## src/rtl/data_bus_bridge_pkg.sv

```systemverilog
// bridge_pkg: shared state type and constants for the data bus bridge
package bridge_pkg;
    typedef enum logic [1:0] {IDLE, REQ, DONE} bridge_state_t;
    localparam logic [63:0] RD_ERR_FILL = '1;
endpackage

```

## src/rtl/data_bus_bridge_if.sv

```systemverilog
// data_bus_bridge_if: req/ack bus between the bridge and the slow data slave
interface data_bus_bridge_if #(
    parameter int Dbits = 32,
    parameter int Abits = 10
);
    logic             bus_req;
    logic             bus_we;
    logic [Abits-1:0] bus_addr;
    logic [Dbits-1:0] bus_wdata;
    logic             bus_ack;
    logic [Dbits-1:0] bus_rdata;
    modport master (output bus_req, bus_we, bus_addr, bus_wdata, input bus_ack, bus_rdata);
    modport slave (input bus_req, bus_we, bus_addr, bus_wdata, output bus_ack, bus_rdata);
endinterface

```

## src/rtl/data_bus_bridge_bus_timeout_counter.sv

```systemverilog
// bus_timeout_counter: counts REQ cycles and flags the last cycle before abort
module bus_timeout_counter #(
    parameter int TIMEOUT = 16
) (
    input  logic clk,
    input  logic reset,
    input  logic clr,
    input  logic inc,
    output logic expired
);
    localparam int W = $clog2(TIMEOUT);
    logic [W-1:0] cnt_q, cnt_d;
    // clear has priority so a completed transaction never leaves a stale count
    always_comb cnt_d = clr ? '0 : inc ? cnt_q + W'(1) : cnt_q;
    // count register
    always_ff @(posedge clk) begin
        if (reset) cnt_q <= '0;
        else       cnt_q <= cnt_d;
    end
    assign expired = cnt_q == W'(TIMEOUT - 1);
endmodule

```

## src/rtl/data_bus_bridge.sv

```systemverilog
// data_bus_bridge: stalls the CPU while a load/store runs a req/ack transaction to a slow slave
module data_bus_bridge
    import bridge_pkg::*;
#(
    parameter int Dbits   = 32,
    parameter int Abits   = 10,
    parameter int TIMEOUT = 16
) (
    input  logic             clk,
    input  logic             reset,
    input  logic             mem_rd,
    input  logic             mem_wr,
    input  logic [Dbits-1:0] mem_addr,
    input  logic [Dbits-1:0] mem_writedata,
    output logic [Dbits-1:0] mem_readdata,
    output logic             enable,
    output logic             bus_error,
    input  logic             err_clear,
    data_bus_bridge_if.master bus
);
    bridge_state_t    state_q, state_d;
    logic             req_q, req_d, we_q, we_d, err_q, err_d;
    logic [Abits-1:0] addr_q, addr_d;
    logic [Dbits-1:0] wdata_q, wdata_d, rdata_q, rdata_d;
    logic             access, aligned, expired;
    logic             unused_addr_bits;

    assign access  = mem_rd | mem_wr;
    assign aligned = mem_addr[1:0] == 2'b00;
    assign unused_addr_bits = ^mem_addr[Dbits-1:Abits+2];

    bus_timeout_counter #(.TIMEOUT(TIMEOUT)) u_timeout (
        .clk     (clk),
        .reset   (reset),
        .clr     (state_q != REQ || bus.bus_ack),
        .inc     (state_q == REQ),
        .expired (expired)
    );

    // next-state, bus latches, read data and sticky error (a new error beats err_clear)
    always_comb begin
        state_d = state_q;
        req_d   = req_q;
        we_d    = we_q;
        addr_d  = addr_q;
        wdata_d = wdata_q;
        rdata_d = rdata_q;
        err_d   = err_q & ~err_clear;
        case (state_q)
            IDLE: begin
                if (access && aligned) begin
                    state_d = REQ;
                    req_d   = 1'b1;
                    we_d    = mem_wr;
                    addr_d  = mem_addr[Abits+1:2];
                    wdata_d = mem_writedata;
                end else if (access) begin
                    state_d = DONE;
                    err_d   = 1'b1;
                    rdata_d = '0;
                end
            end
            REQ: begin
                if (bus.bus_ack) begin
                    state_d = DONE;
                    req_d   = 1'b0;
                    rdata_d = we_q ? rdata_q : bus.bus_rdata;
                end else if (expired) begin
                    state_d = DONE;
                    req_d   = 1'b0;
                    err_d   = 1'b1;
                    rdata_d = Dbits'(RD_ERR_FILL);
                end
            end
            default: state_d = IDLE;
        endcase
    end

    // state and latch registers
    always_ff @(posedge clk) begin
        if (reset) begin
            state_q <= IDLE;
            req_q   <= 1'b0;
            we_q    <= 1'b0;
            addr_q  <= '0;
            wdata_q <= '0;
            rdata_q <= '0;
            err_q   <= 1'b0;
        end else begin
            state_q <= state_d;
            req_q   <= req_d;
            we_q    <= we_d;
            addr_q  <= addr_d;
            wdata_q <= wdata_d;
            rdata_q <= rdata_d;
            err_q   <= err_d;
        end
    end

    assign enable        = !reset && (state_q == IDLE ? !access : state_q == DONE);
    assign mem_readdata  = rdata_q;
    assign bus_error     = err_q;
    assign bus.bus_req   = req_q;
    assign bus.bus_we    = we_q;
    assign bus.bus_addr  = addr_q;
    assign bus.bus_wdata = wdata_q;
endmodule
```

## src/flat_wrapper.sv

```systemverilog
// flat-port wrapper written by rule: the top's interface ports become plain ports
module data_bus_bridge_flat import bridge_pkg::*;
#(
    parameter int Dbits   = 32,
    parameter int Abits   = 10,
    parameter int TIMEOUT = 16
)
  (clk, reset, mem_rd, mem_wr, mem_addr, mem_writedata, mem_readdata, enable, bus_error, err_clear, bus_bus_req, bus_bus_we, bus_bus_addr, bus_bus_wdata, bus_bus_ack, bus_bus_rdata);
  data_bus_bridge_if #(.Dbits(Dbits), .Abits(Abits)) bus_i ();
  input  logic clk;
  input  logic reset;
  input  logic mem_rd;
  input  logic mem_wr;
  input  logic [Dbits-1:0] mem_addr;
  input  logic [Dbits-1:0] mem_writedata;
  output logic [Dbits-1:0] mem_readdata;
  output logic enable;
  output logic bus_error;
  input  logic err_clear;
  output wire logic [$bits(bus_i.bus_req)-1:0] bus_bus_req;
  output wire logic [$bits(bus_i.bus_we)-1:0] bus_bus_we;
  output wire logic [$bits(bus_i.bus_addr)-1:0] bus_bus_addr;
  output wire logic [$bits(bus_i.bus_wdata)-1:0] bus_bus_wdata;
  input wire logic [$bits(bus_i.bus_ack)-1:0] bus_bus_ack;
  input wire logic [$bits(bus_i.bus_rdata)-1:0] bus_bus_rdata;
  assign bus_bus_req = bus_i.bus_req;
  assign bus_bus_we = bus_i.bus_we;
  assign bus_bus_addr = bus_i.bus_addr;
  assign bus_bus_wdata = bus_i.bus_wdata;
  assign bus_i.bus_ack = bus_bus_ack;
  assign bus_i.bus_rdata = bus_bus_rdata;
  data_bus_bridge #(.Dbits(Dbits), .Abits(Abits), .TIMEOUT(TIMEOUT)) u_core (.clk(clk), .reset(reset), .mem_rd(mem_rd), .mem_wr(mem_wr), .mem_addr(mem_addr), .mem_writedata(mem_writedata), .mem_readdata(mem_readdata), .enable(enable), .bus_error(bus_error), .err_clear(err_clear), .bus(bus_i));
endmodule
```

## config.mk

```make
export PLATFORM = sky130hd
export DESIGN_NAME = data_bus_bridge_flat
export DESIGN_NICKNAME = d
export VERILOG_FILES = /design/src/rtl/data_bus_bridge_pkg.sv /design/src/rtl/data_bus_bridge_if.sv /design/src/rtl/data_bus_bridge_bus_timeout_counter.sv /design/src/rtl/data_bus_bridge.sv /design/src/flat_wrapper.sv
export SDC_FILE = /design/constraint.sdc
export NUM_CORES = 1
export LEC_CHECK = 0
export CORE_ASPECT_RATIO = 0.8
export CORE_MARGIN = 5
export CORE_UTILIZATION = 42
export CTS_CLUSTER_DIAMETER = 60
export DETAILED_ROUTE_END_ITERATION = 7
export PLACE_DENSITY_LB_ADDON = 0.2
export SKIP_CTS_REPAIR_TIMING = 1
export SYNTH_ARGS = -nofsm -noshare
export SYNTH_HDL_FRONTEND = slang
export SYNTH_SLANG_ARGS = --single-unit
```

## constraint.sdc

```tcl
create_clock -name clk -period 2.5 [get_ports clk]
set_input_delay 0.5 -clock clk [delete_from_list [all_inputs] [get_ports clk]]
set_output_delay 0.5 -clock clk [all_outputs]
set_load 0.03 [all_outputs]
```

======== Yosys cells after proc, flatten, opt, wreduce, memory -nomap -nowiden ========
Cells that the tools add are included.
storage, ports and cells
  bits in registers ....................... 83
  bits of input ports ..................... 102
  output and inout port bits .............. 78
  logic and storage cells ................. 56
operators by class
  add/subtract/negate cells ............... 1
  eq/ne operators ......................... 10
  muxes and demuxes ....................... 21
  bitwise logic cells ..................... 3
  reduce and logical (&&, ||, !) cells .... 13
operators by type and width
  kind                 number
  $mux 32              5
  $pmux 32 s2          1
  $mux 1               8
  $mux 2               4
  $ne 2x1->1 const B   3
  $reduce_and 5->1     1
  $add 4x1->4 const B  1
  $eq 4x4->1 const B   1
  $logic_not 2->1      2
  $pmux 1 s2           2
  $pmux 2 s2           1
  $reduce_and 2->1     2
  $ne 3x1->1 const B   1
  $ne 3x2->1 const B   1
  $ne 3x3->1 const B   1
  $reduce_and 3->1     1
  $eq 2x1->1 const B   1
  $eq 2x2->1 const B   1
  $logic_and 1x1->1    2
  $logic_not 1->1      2
  $ne 2x2->1 const B   1
  $reduce_bool 2->1    1
  $reduce_or 2->1      1
  $and 1x1->1          1
  other kinds (3)      3

======== Longest topological paths before layout ========
Gate-level depths: netlist (run 1).
  word-level depth ........................ 5
  gate-level depth with buffers ........... 6
  gate-level depth less buffers ........... 5

======== Cells and area by module ========
Synthesis (run 1) repeated with hierarchy kept, for this count alone.
second synthesis, totals
  cells, all modules ...................... 374
  area total of the unflattened synthesis .. 3309.4 um2
modules (own cells, without submodules)
  module               instances  cells each  area an instance (um2)  seq. area each (um2)
  data_bus_bridge      1          356         3125.5                  1581.5
  bus_timeout_counter  1          18          183.9                   80.1

======== Worst setup path after synthesis (run 1) ========
Ideal clock, no wire load.
  kind .................................... input port to output port
  from .................................... in reset
  to ...................................... out enable
  arrival ................................. 1604 ps
  required time ........................... 2000 ps
  setup slack ............................. 396 ps
  cell stages on the path ................. 3
  buffers on the path ..................... 2
  path through ............................ clkbuf_1 clkbuf_1 nor3b_1
between the ends
  longest elaborated chain between the ends .. 2
ends and longest elaborated chain
  item               RTL line                source
  from (decl)        flat_wrapper.sv:11      input logic reset;
  $logic_not 1->1    data_bus_bridge.sv:100  assign enable = !reset && (state_q == IDLE ? !access : state_q == DONE);
  $logic_and 1x1->1  data_bus_bridge.sv:100
  to (decl)          flat_wrapper.sv:17      output logic enable;
Every way passes these cells.

======== Worst setup path in the final report (run 1) ========
  from .................................... in mem_wr
  to ...................................... out enable
between the ends
  longest elaborated chain between the ends .. 4
ends and longest elaborated chain
  item               RTL line                source
  from (decl)        flat_wrapper.sv:13      input logic mem_wr;
  $or 1x1->1         data_bus_bridge.sv:28   assign access = mem_rd | mem_wr;
  $logic_not 1->1    data_bus_bridge.sv:100
  $mux 1             data_bus_bridge.sv:100
  $logic_and 1x1->1  data_bus_bridge.sv:100
Every way passes these cells.

==> results of run 1 <==
==> critical path, delay by kind of cell <==
family,cells,cell delay [ns]
buffers and inverters,3,0.80
AND/OR/NAND/NOR,1,0.18
AO/OA/AOI/OAI,1,0.16
==> routing by layer <==
metal	up-vias	share of wire	GRT usage
li1	1526	-	-
met1	1410	0.40	0.213
met2	90	0.49	0.315
met3	10	0.092	0.0801
met4	0	0.012	0.0631
met5	-	0	0
==> metrics by stage <==
stage	total power [mW]	hold slack, ns
global placement	1.96	0.439
CTS	3.08	0.457
global route	3.19	0.480
floorplan	1.71	0.426
finish	3.04	0.456
detailed placement	1.96	0.447
==> sequential cells by signal (all words and copies together), names as in the netlist <==
register                flops
u_core.bus.bus_addr        10
u_core.bus.bus_wdata       32
u_core.bus.bus_req          1
u_core.state_q              2
u_core.mem_readdata        32
u_core.bus.bus_we           1
u_core.bus_error            1
u_core.u_timeout.cnt_q      4
==> worst max-delay path by stage <==
stage / startpoint / to / slack [ns] / cells after the start
final: mem_wr / enable / 0.37 / 5
after global routing: mem_wr / enable / 0.29 / 5
after CTS: mem_wr / enable / 0.35 / 5
after detailed placement: mem_wr / u_core.mem_readdata[3] / 0.21 / 6
after global placement: mem_wr / u_core.mem_readdata[26] / 0.24 / 6
after floorplan: reset / enable / 0.40 / 3
==> layout make-up <==
class	count	area (µm²)
Clock buffer	10	128
Clock inverter	5	103
Fill cell	628	2330
Inverter	2	7.51
Multi-Input combinational cell	258	1440
Sequential cell	83	1660
Tap cell	105	131
Timing Repair Buffer	170	1690
==> Yosys cell counts <==
cell,count,area share
nor2_1,6,0.0069
clkbuf_1,23,0.026
a21oi_1,47,0.072
inv_1,1,0.0011
o21bai_2,1,0.0034
nand3_1,3,0.0046
xnor2_1,1,0.0027
nor3_1,6,0.0092
nand2_1,87,0.10
dfxtp_1,83,0.51
buf_12,3,0.018
or4_1,1,0.0023
and3_1,1,0.0019
mux2i_1,32,0.098
buf_6,2,0.0069
nor3b_1,1,0.0023
nor4_4,1,0.0065
inv_2,1,0.0011
xor2_1,1,0.0027
nand2b_1,33,0.063
or2_2,1,0.0019
ha_1,1,0.0038
a311oi_2,1,0.0046
nand3_4,1,0.0053
o21ai_0,33,0.050
==> kinds of logic (layout without fill, tap and decap cells) <==
kind of cell	Yosys count	in the layout	share of synthesized area
compound gates	82	82	0.130
xor+xnor	2	2	0.00534
fa+ha+maj	1	1	0.00381
buf+inv	30	187	0.0538
flops	83	83	0.506
mux	32	32	0.0976
simple gates	141	141	0.203
==> where the power goes <==
group / leakage [nW] / internal, mW / switching, mW
registers: 0.673 / 1.37 / 0.0244
clock network: 0.112 / 0.657 / 0.458
logic: 1.09 / 0.278 / 0.260
total: 1.88 / 2.30 / 0.742
==> impl_metrics.env, run 1 <==
export IMPL_drt_iter0_drc=144
export IMPL_final_common_cell="clkdlybuf4s50_1"
export IMPL_wl_um=8970
export IMPL_dp_hpwl_um=6510
export IMPL_h_tree_depth=3
export IMPL_crit_path_end_kind="output pin"
export IMPL_r2r_start="u_core.u_timeout.cnt_q[0]"
export IMPL_place_area_um2=4940
export IMPL_vias=3036
export IMPL_hold_violations=0
export IMPL_ant_nets=0
export IMPL_min_delay_start="u_core.bus.bus_addr[1]"
export IMPL_cpMaxStageDelayCell="clkdlybuf4s50_1"
export IMPL_utilization=0.689
export IMPL_crit_fanout=3
export IMPL_critical_path_required_ns=2.00
export IMPL_drc=0
export IMPL_ios=180
export IMPL_antenna_found_initial=0
export IMPL_power_per_cell_area_nw_per_um2=589
export IMPL_arrival_ns=1.63
export IMPL_die_h_um=89.1
export IMPL_grt_total_usage=0.186
export IMPL_cts_tree="done"
export IMPL_synth_area_um2=3280
export IMPL_crit_path_cell_trace="clkdlybuf4s50_1 > o21bai_2 > buf_4 > nor3b_1 > buf_4"
export IMPL_placed_cells=618
export IMPL_cp_common_cell="buf_4"
export IMPL_worstSetupPathType="input port to output pin"
export IMPL_synth_nets=474
export IMPL_cts_buffers=9
export IMPL_instances_no_fill=633
export IMPL_setup_viol=0
export IMPL_fp_dieW_um=109
export IMPL_cts_buffer_depth=2
export IMPL_peakVddDrop_uv=348
export IMPL_wire_per_inst_um=14.2
export IMPL_setup_ws_ns=0.365
export IMPL_rsz0062_at_grt="no"
export IMPL_grt_pass1_vias=3011
export IMPL_reg2reg_slack_ns=0.56
export IMPL_grt_pass1_wl_um=14200
export IMPL_insertion_delay_ns=0.34
export IMPL_nets=627
export IMPL_port_buffers=159
export IMPL_maxSlewHeadroom=0.703
export IMPL_synthDistinctLibCells=25
export IMPL_pre_cts_slack_ns=0.210
export IMPL_core_um2=7500
export IMPL_finalCritPeriodShare=0.854
export IMPL_fin_area_um2=5170
export IMPL_avgViaCountPerCell=4.80
export IMPL_finalMaxSlewViolations=0
export IMPL_setup_tns_ns=0
export IMPL_dieArea_um2=9690
export IMPL_final_cell_mix="clkdlybuf4s50_1 (157), nand2_1 (87), dfxtp_1 (83)"
export IMPL_gp_congestion=0.714
export IMPL_tightestPinTransition_ns=0.446
export IMPL_layout_drive_gt1_share=0.0625
export IMPL_syn_to_final_growth_pct=57.4
export IMPL_r2r_end="u_core.mem_readdata[3]"
export IMPL_hold_depth=2
export IMPL_holdCritPathClass="flop to flop"
export IMPL_grt_max_degree=51
export IMPL_max_freq_mhz=468
export IMPL_dr_pass1_iters=4
export IMPL_seq_area_frac_synth=0.506
export IMPL_antenna_cells=0
export IMPL_ys_ff_latch=83
export IMPL_status="finished, final reports clean"
export IMPL_synth_area_per_cell_um2=8.85
export IMPL_fp_row_count=28
export IMPL_drv_cap=0
export IMPL_clock_sinks=83
export IMPL_reg2regPathDepth=6
export IMPL_finClkSkew_ns=0.00615
export IMPL_yosys_warnings=0
export IMPL_start_kind="input port"
export IMPL_root_buffer="clkbuf_8"
export IMPL_leakagePower_nw=1.88
export IMPL_synth_cells=371
export IMPL_min_period_ns=2.13
export IMPL_clk_pin_slew_worst_paths_ns=0.08
export IMPL_globalRoute_totalOverflow=0
export IMPL_critPathMaxStageDelay_ns=0.46
export IMPL_start_util=0.438
export IMPL_whs_endpoint="u_core.bus.bus_addr[1]"
Note: power is estimated with default switching activity, not from simulation.
==> run 2: changes to the inputs <==
--- a/config.mk
+++ b/config.mk
@@ -10,8 +10,10 @@
 export CORE_UTILIZATION = 42
 export CTS_CLUSTER_DIAMETER = 60
 export DETAILED_ROUTE_END_ITERATION = 7
+export GPL_ROUTABILITY_DRIVEN = 0
 export PLACE_DENSITY_LB_ADDON = 0.2
 export SKIP_CTS_REPAIR_TIMING = 1
+export SLEW_MARGIN = 10
 export SYNTH_ARGS = -nofsm -noshare
 export SYNTH_HDL_FRONTEND = slang
 export SYNTH_SLANG_ARGS = --single-unit
==> results of run 2 <==
The final DEF is identical to that of run 1; final timing and power are the same.
==> RTL edit 1, RTL diff (config.mk and constraints of run 2) <==
`addr_q`, `wdata_q` and `rdata_q` no longer have a reset.
--- a/src/rtl/data_bus_bridge.sv
+++ b/src/rtl/data_bus_bridge.sv
@@ -84,5 +84,2 @@
             we_q    <= 1'b0;
-            addr_q  <= '0;
-            wdata_q <= '0;
-            rdata_q <= '0;
             err_q   <= 1'b0;
@@ -92,7 +89,10 @@
             we_q    <= we_d;
-            addr_q  <= addr_d;
-            wdata_q <= wdata_d;
-            rdata_q <= rdata_d;
             err_q   <= err_d;
         end
+    end
+
+    always_ff @(posedge clk) begin
+        addr_q  <= addr_d;
+        wdata_q <= wdata_d;
+        rdata_q <= rdata_d;
     end
Behaviour: not the same (Yosys sat finds a counterexample within 4 cycles, from zero or initial values and one cycle with reset high).
==> RTL edit 1 against run 2 <==
- area after synthesis is 10% lower
- sequential cell count stayed put
- power is 7.1% higher
- wire length is 21% lower
- worst setup slack worse by 65 ps
- register-to-register slack better by 160 ps
- cell area is 5.0% lower
- sequential share of layout area is 17 points higher
- critical path depth is 1 lower
- clock power is 7% lower
- clock skew hardly changed
- sequential power is 18% higher
- largest cell class is now registers
==> RTL edit 1: results (changes against run 2) <==
* Status: complete, no violations
* Vias in the first global route at 2147 (-29%)
* Max Slew Vio Count at 0 (unchanged)
* Top layer in use: met4
* Maximum root-to-sink buffer count at 2 (unchanged)
* Synth warnings at 0 (unchanged)
* Tightest Hold Check Type: flop to flop
* Initial antenna violation count at 0 (unchanged)
* All-Layer GR Usage at 0.1644 (-0.02177)
* Worst slew pin tran at 519.7 ps (+73.94 ps)
* Async S/R FF share, synth at 0 (unchanged)
* Nets@finish at 457 (-27%)
* Crit-path max cell delay at 450 ps
* R2R Path End: u_core.mem_readdata[11]
* Fillers at 482 (-23%)
* First DRT Iteration DRCs at 50 (-65%)
* Synth Net Count at 290 (-39%)
* EDFF count, synth at 74 (+74)
* Worst Path Max Fanout at 3 (unchanged)
* R2R depth at 5 (-1)
* Fin worst setup slack at 300.2 ps (-65.17 ps)
* VDD IR-drop max at 0.4162 mV (+20%)
* Yosys cell types at 27 (+8.0%)
* Routed met2 length at 3.795 mm (-14%)
* Drt wl/cell at 15.90 um (+12%)
* IO buf count at 159 (unchanged)
* Overall routed net length at 7.091 mm (-21%)
* H-tree Lvls at 3 (unchanged)
* Critical path endpoint: enable
* Post-DP HPWL at 5.343 mm (-18%)
* Via/cell ratio at 4.525 (-5.7%)
* Worst Skew at 6.165 ps (+0.01710 ps)
* Initial DRT Pass Iterations at 4 (unchanged)
* Placed insts at 430 (-30%)
* Layout cells sized above 1 at 0.06964 (+0.007138)
* Crit path from: mem_wr
* Placed instance area at 0.004686 mm^2 (-5.1%)
* Global-route wire length before repair at 11.35 mm (-20%)
* Slowest-stage cell, CP: clkdlybuf4s50_1
* Metal3 WL at 517 um (-38%)
* Largest net degree at the start of global routing at 36 (-29%)
* Leakage power at 0.001856 uW (-1.1%)
* Setup WS pre-CTS at 260.5 ps (+50.83 ps)
* Clk pin slew, worst setup/hold paths at 70 ps
* Clk root buf: clkbuf_8
* Syn avg cell area at 15.75 um^2 (+78%)
* Metal-1 WL at 2.687 mm (-26%)
* R2r setup slk at 720 ps (+160 ps)
* WP data arrival at 1700 ps (+70 ps)
* Antenna cells at 0 (unchanged)
* Sequential fraction of the synthesis area at 0.8156 (+0.3093)
* R2R Path Start: u_core.u_timeout.cnt_q[0]
* Num CTS Buffers at 9 (unchanged)
* Top post-synthesis cells by count: edfxtp_1 (74), inv_1 (35), a21oi_1 (32)
* Area contributors post-synth: edfxtp_1 (75%), dfxtp_1 (6.1%), a21oi_1 (5.4%)
## RTL edit 1: metal layers
metal | global-route usage | up-vias
li1 | - | 997
met1 | 0.1804 | 933
met2 | 0.2951 | 80
met3 | 0.06084 | 8
met4 | 0.05483 | 0
met5 | 0 | -
## RTL edit 1: kinds of logic after synthesis
kind of cell	Yosys count	share of synthesized area
adders and majority gates	1	0.004247
AOI/OAI and AO/OA	40	0.07774
xor gates and xnor gates	2	0.005948
buffers and inverters	43	0.05735
DFF	83	0.8156
and+or+nand+nor	17	0.03568
muxes	1	0.003399
## RTL edit 1: cell type report
class,instances,area (um^2),share of cell area
repair buffers,164,1652,0.3366
clock inverters,4,75.07,0.01530
multi-input cells,61,391.6,0.07983
inverters,35,131.4,0.02678
well taps,87,108.9,0.02219
clock buffers,12,145.1,0.02958
flip-flops and latches,83,2402,0.4897
## RTL edit 1: per-stage QoR
| step | hold slack [ps] | total power, uW |
|---|---|---|
| CTS | 463.0 | 3307 |
| detailed placement | 445.6 | 2266 |
| finish | 460.7 | 3260 |
| floorplan | 416.9 | 1938 |
| global placement | 427.1 | 2254 |
| global route | 483.0 | 3394 |
## RTL edit 1: worst min-delay path by stage
| stage | start | endpoint | slack, ps | cells past startpoint |
|---|---|---|---|---|
| after floorplan | u_core.u_timeout.cnt_q[0] | u_core.u_timeout.cnt_q[0] | 420 | 1 |
| after global placement | u_core.u_timeout.cnt_q[0] | u_core.u_timeout.cnt_q[0] | 430 | 1 |
| after detailed placement | u_core.u_timeout.cnt_q[0] | u_core.u_timeout.cnt_q[0] | 450 | 1 |
| after CTS | u_core.u_timeout.cnt_q[0] | u_core.u_timeout.cnt_q[0] | 460 | 1 |
| after global routing | u_core.u_timeout.cnt_q[0] | u_core.u_timeout.cnt_q[0] | 480 | 1 |
| final | u_core.u_timeout.cnt_q[0] | u_core.u_timeout.cnt_q[0] | 460 | 1 |
## RTL edit 1: power by group
| part | switching, uW | internal (uW) | leakage (uW) |
|---|---|---|---|
| Sequential | 25.4 | 1610 | 0.000786 |
| Clock | 441 | 591 | 0.000103 |
| Combinational | 307 | 281 | 0.000967 |
| Total | 774 | 2490 | 0.00186 |
## RTL edit 1: worst max-delay path, delay by kind of cell
family | cells | cell delay, ps
buffers and inverters | 2 | 640
AOI/OAI and AO/OA | 1 | 330
and+or+nand+nor | 1 | 230
==> RTL edit 2, RTL diff (config.mk and constraints of run 2) <==
Without the edit above. `Dbits` is set to 32 in 3 places; all go to 16.
--- a/src/rtl/data_bus_bridge_if.sv
+++ b/src/rtl/data_bus_bridge_if.sv
@@ -2,3 +2,3 @@
 interface data_bus_bridge_if #(
-    parameter int Dbits = 32,
+    parameter int Dbits = 16,
     parameter int Abits = 10
--- a/src/rtl/data_bus_bridge.sv
+++ b/src/rtl/data_bus_bridge.sv
@@ -4,3 +4,3 @@
 #(
-    parameter int Dbits   = 32,
+    parameter int Dbits   = 16,
     parameter int Abits   = 10,
--- a/src/flat_wrapper.sv
+++ b/src/flat_wrapper.sv
@@ -3,3 +3,3 @@
 #(
-    parameter int Dbits   = 32,
+    parameter int Dbits   = 16,
     parameter int Abits   = 10,
Ports: changed (5 resized); port bits go from 180 to 100. The function was not compared with the original's and may differ.
==> RTL edit 2 against run 2 <==
- utilization down 1.7 points
- global-route usage down 1.6 points
- wire length shrank 43%
- area after synthesis decreased by 38%
- sequential cell count shrank 32
- clock skew increased by 1.8 ps
- critical path depth shrank 1
- cell area shrank 39%
- worst setup slack worse by 12 ps
- power decreased by 44%
- sequential power fell by 38%
- via count fell by 39%
- worst hold slack got worse by 1.5 ps
==> RTL edit 2: results (changes against run 2) <==
* Rel. slew slack at 0.7103 (+0.007500)
* Maximum root-to-sink buffer count at 2 (unchanged)
* VDD IR-drop max at 0.3693 mV (+6.1%)
* Routed Antenna Nets at 0 (unchanged)
* Yosys cell types at 27 (+8.0%)
* IO buf count at 95 (-40%)
* Synth Flop Type: dfxtp_1
* Antenna cells at 0 (unchanged)
* Tightest Hold Check Type: flop to flop
* WP data arrival at 1650 ps (+20 ps)
* Initial DRT Pass Iterations at 4 (unchanged)
* Met3 Use GR at 0.08967 (+0.009526)
* Clock insertion delay at the later pin of the skew report at 300 ps (-40 ps)
* All-Layer GR Usage at 0.1703 (-0.01585)
* Met1 Usage GRT at 0.1937 (-0.01955)
* First DRT Iteration DRCs at 70 (-51%)
* Async S/R FF share, synth at 0 (unchanged)
* Clk root buf: clkbuf_8
* Post-DP HPWL at 3.720 mm (-43%)
* Global-route wire length before repair at 8.562 mm (-40%)
* Leakage power at 0.001113 uW (-41%)
* H-tree Lvls at 2 (-1)
* Layout cells sized above 1 at 0.05590 (-0.006599)
* Synth Net Count at 283 (-40%)
* Worst Path Max Fanout at 5 (+2)
* Fillers at 388 (-38%)
* Synth warnings at 0 (unchanged)
* Endpoints failing setup at 0 (unchanged)
* Num CTS Buffers at 5 (-4)
* Max Slew Vio Count at 0 (unchanged)
* Status: complete, no violations
* Clk pin slew, worst setup/hold paths at 80 ps (about the same)
* Area contributors post-synth: dfxtp_1 (50%), nand2_1 (10%), mux2i_1 (7.9%)
* Overall routed net length at 5.084 mm (-43%)
* Top post-synthesis cells by count: nand2_1 (55), dfxtp_1 (51), a21oi_1 (30)
* Via/cell ratio at 4.851 (+1.1%)
* Met2 GRT Util at 0.2826 (-0.03259)
* Worst Skew at 7.988 ps (+1.840 ps)
* R2r setup slk at 800 ps (+240 ps)
* Largest net degree at the start of global routing at 30 (-41%)
* Nets@finish at 376 (-40%)
* Initial antenna violation count at 0 (unchanged)
* Vias in the first global route at 1857 (-38%)
* Sequential fraction of the synthesis area at 0.5012 (-0.005062)
==> RTL edit 2: cell type report <==
class                           instances  area [um^2]  share of cell area
Sequential cell                        51         1021              0.3265
Tap cell                               60        75.07             0.02401
Clock inverter                          1        7.507            0.002401
Clock buffer                            7        96.34             0.03081
Multi-Input combinational cell        161        920.9              0.2945
Timing Repair Buffer                  100        998.5              0.3193
Inverter                                2        7.507            0.002401
==> RTL edit 2: path summary, 6_finish.rpt <==
check,from,to,cells after the start
setup reg to reg,u_core.state_q[0],u_core.mem_readdata[3],4
hold reg to reg,u_core.bus.bus_wdata[6],u_core.bus.bus_wdata[6],2
setup / recovery,mem_wr,enable,4
hold / removal,u_core.bus.bus_wdata[6],u_core.bus.bus_wdata[6],2
==> RTL edit 2: through the flow <==
step | worst slack (ps) | total power [uW] | cells | area [um^2] | hold slack (ps)
floorplan | 554.0 | 1055 | 228 | 2037 | 426.4
global placement | 276.1 | 1204 | 374 | 3023 | 440.5
detailed placement | 229.8 | 1208 | 374 | 3023 | 446.2
CTS | 336.5 | 1724 | 382 | 3127 | 457.3
global route | 300.1 | 1786 | 382 | 3127 | 470.2
finish | 353.1 | 1697 | 382 | 3127 | 454.3
==> RTL edit 2: layer usage <==
layer	wire [um]	vias to the layer above
li1	-	947
met1	2076	848
met2	2455	53
met3	506	5
met4	46	0
met5	0	-
==> RTL edit 2: cells by family after synthesis <==
family | share of synthesized area
buf+inv | 0.04668
simple gates | 0.2279
xor+xnor | 0.008601
mux | 0.07862
compound gates | 0.1308
fa+ha+maj | 0.006142
flops | 0.5012
==> RTL edit 2: worst max-delay path, stage by stage <==
cell and delay, ps:
clkdlybuf4s50_1 470, o21bai_4 250, nor3b_1 220, buf_4 200
==> RTL edit 2: power by group <==
part           leakage (uW)  internal (uW)  switching [uW]
combinational      0.000648            168             160
clock             0.0000505            252             259
sequential         0.000414            841            17.2
total               0.00111           1260             436
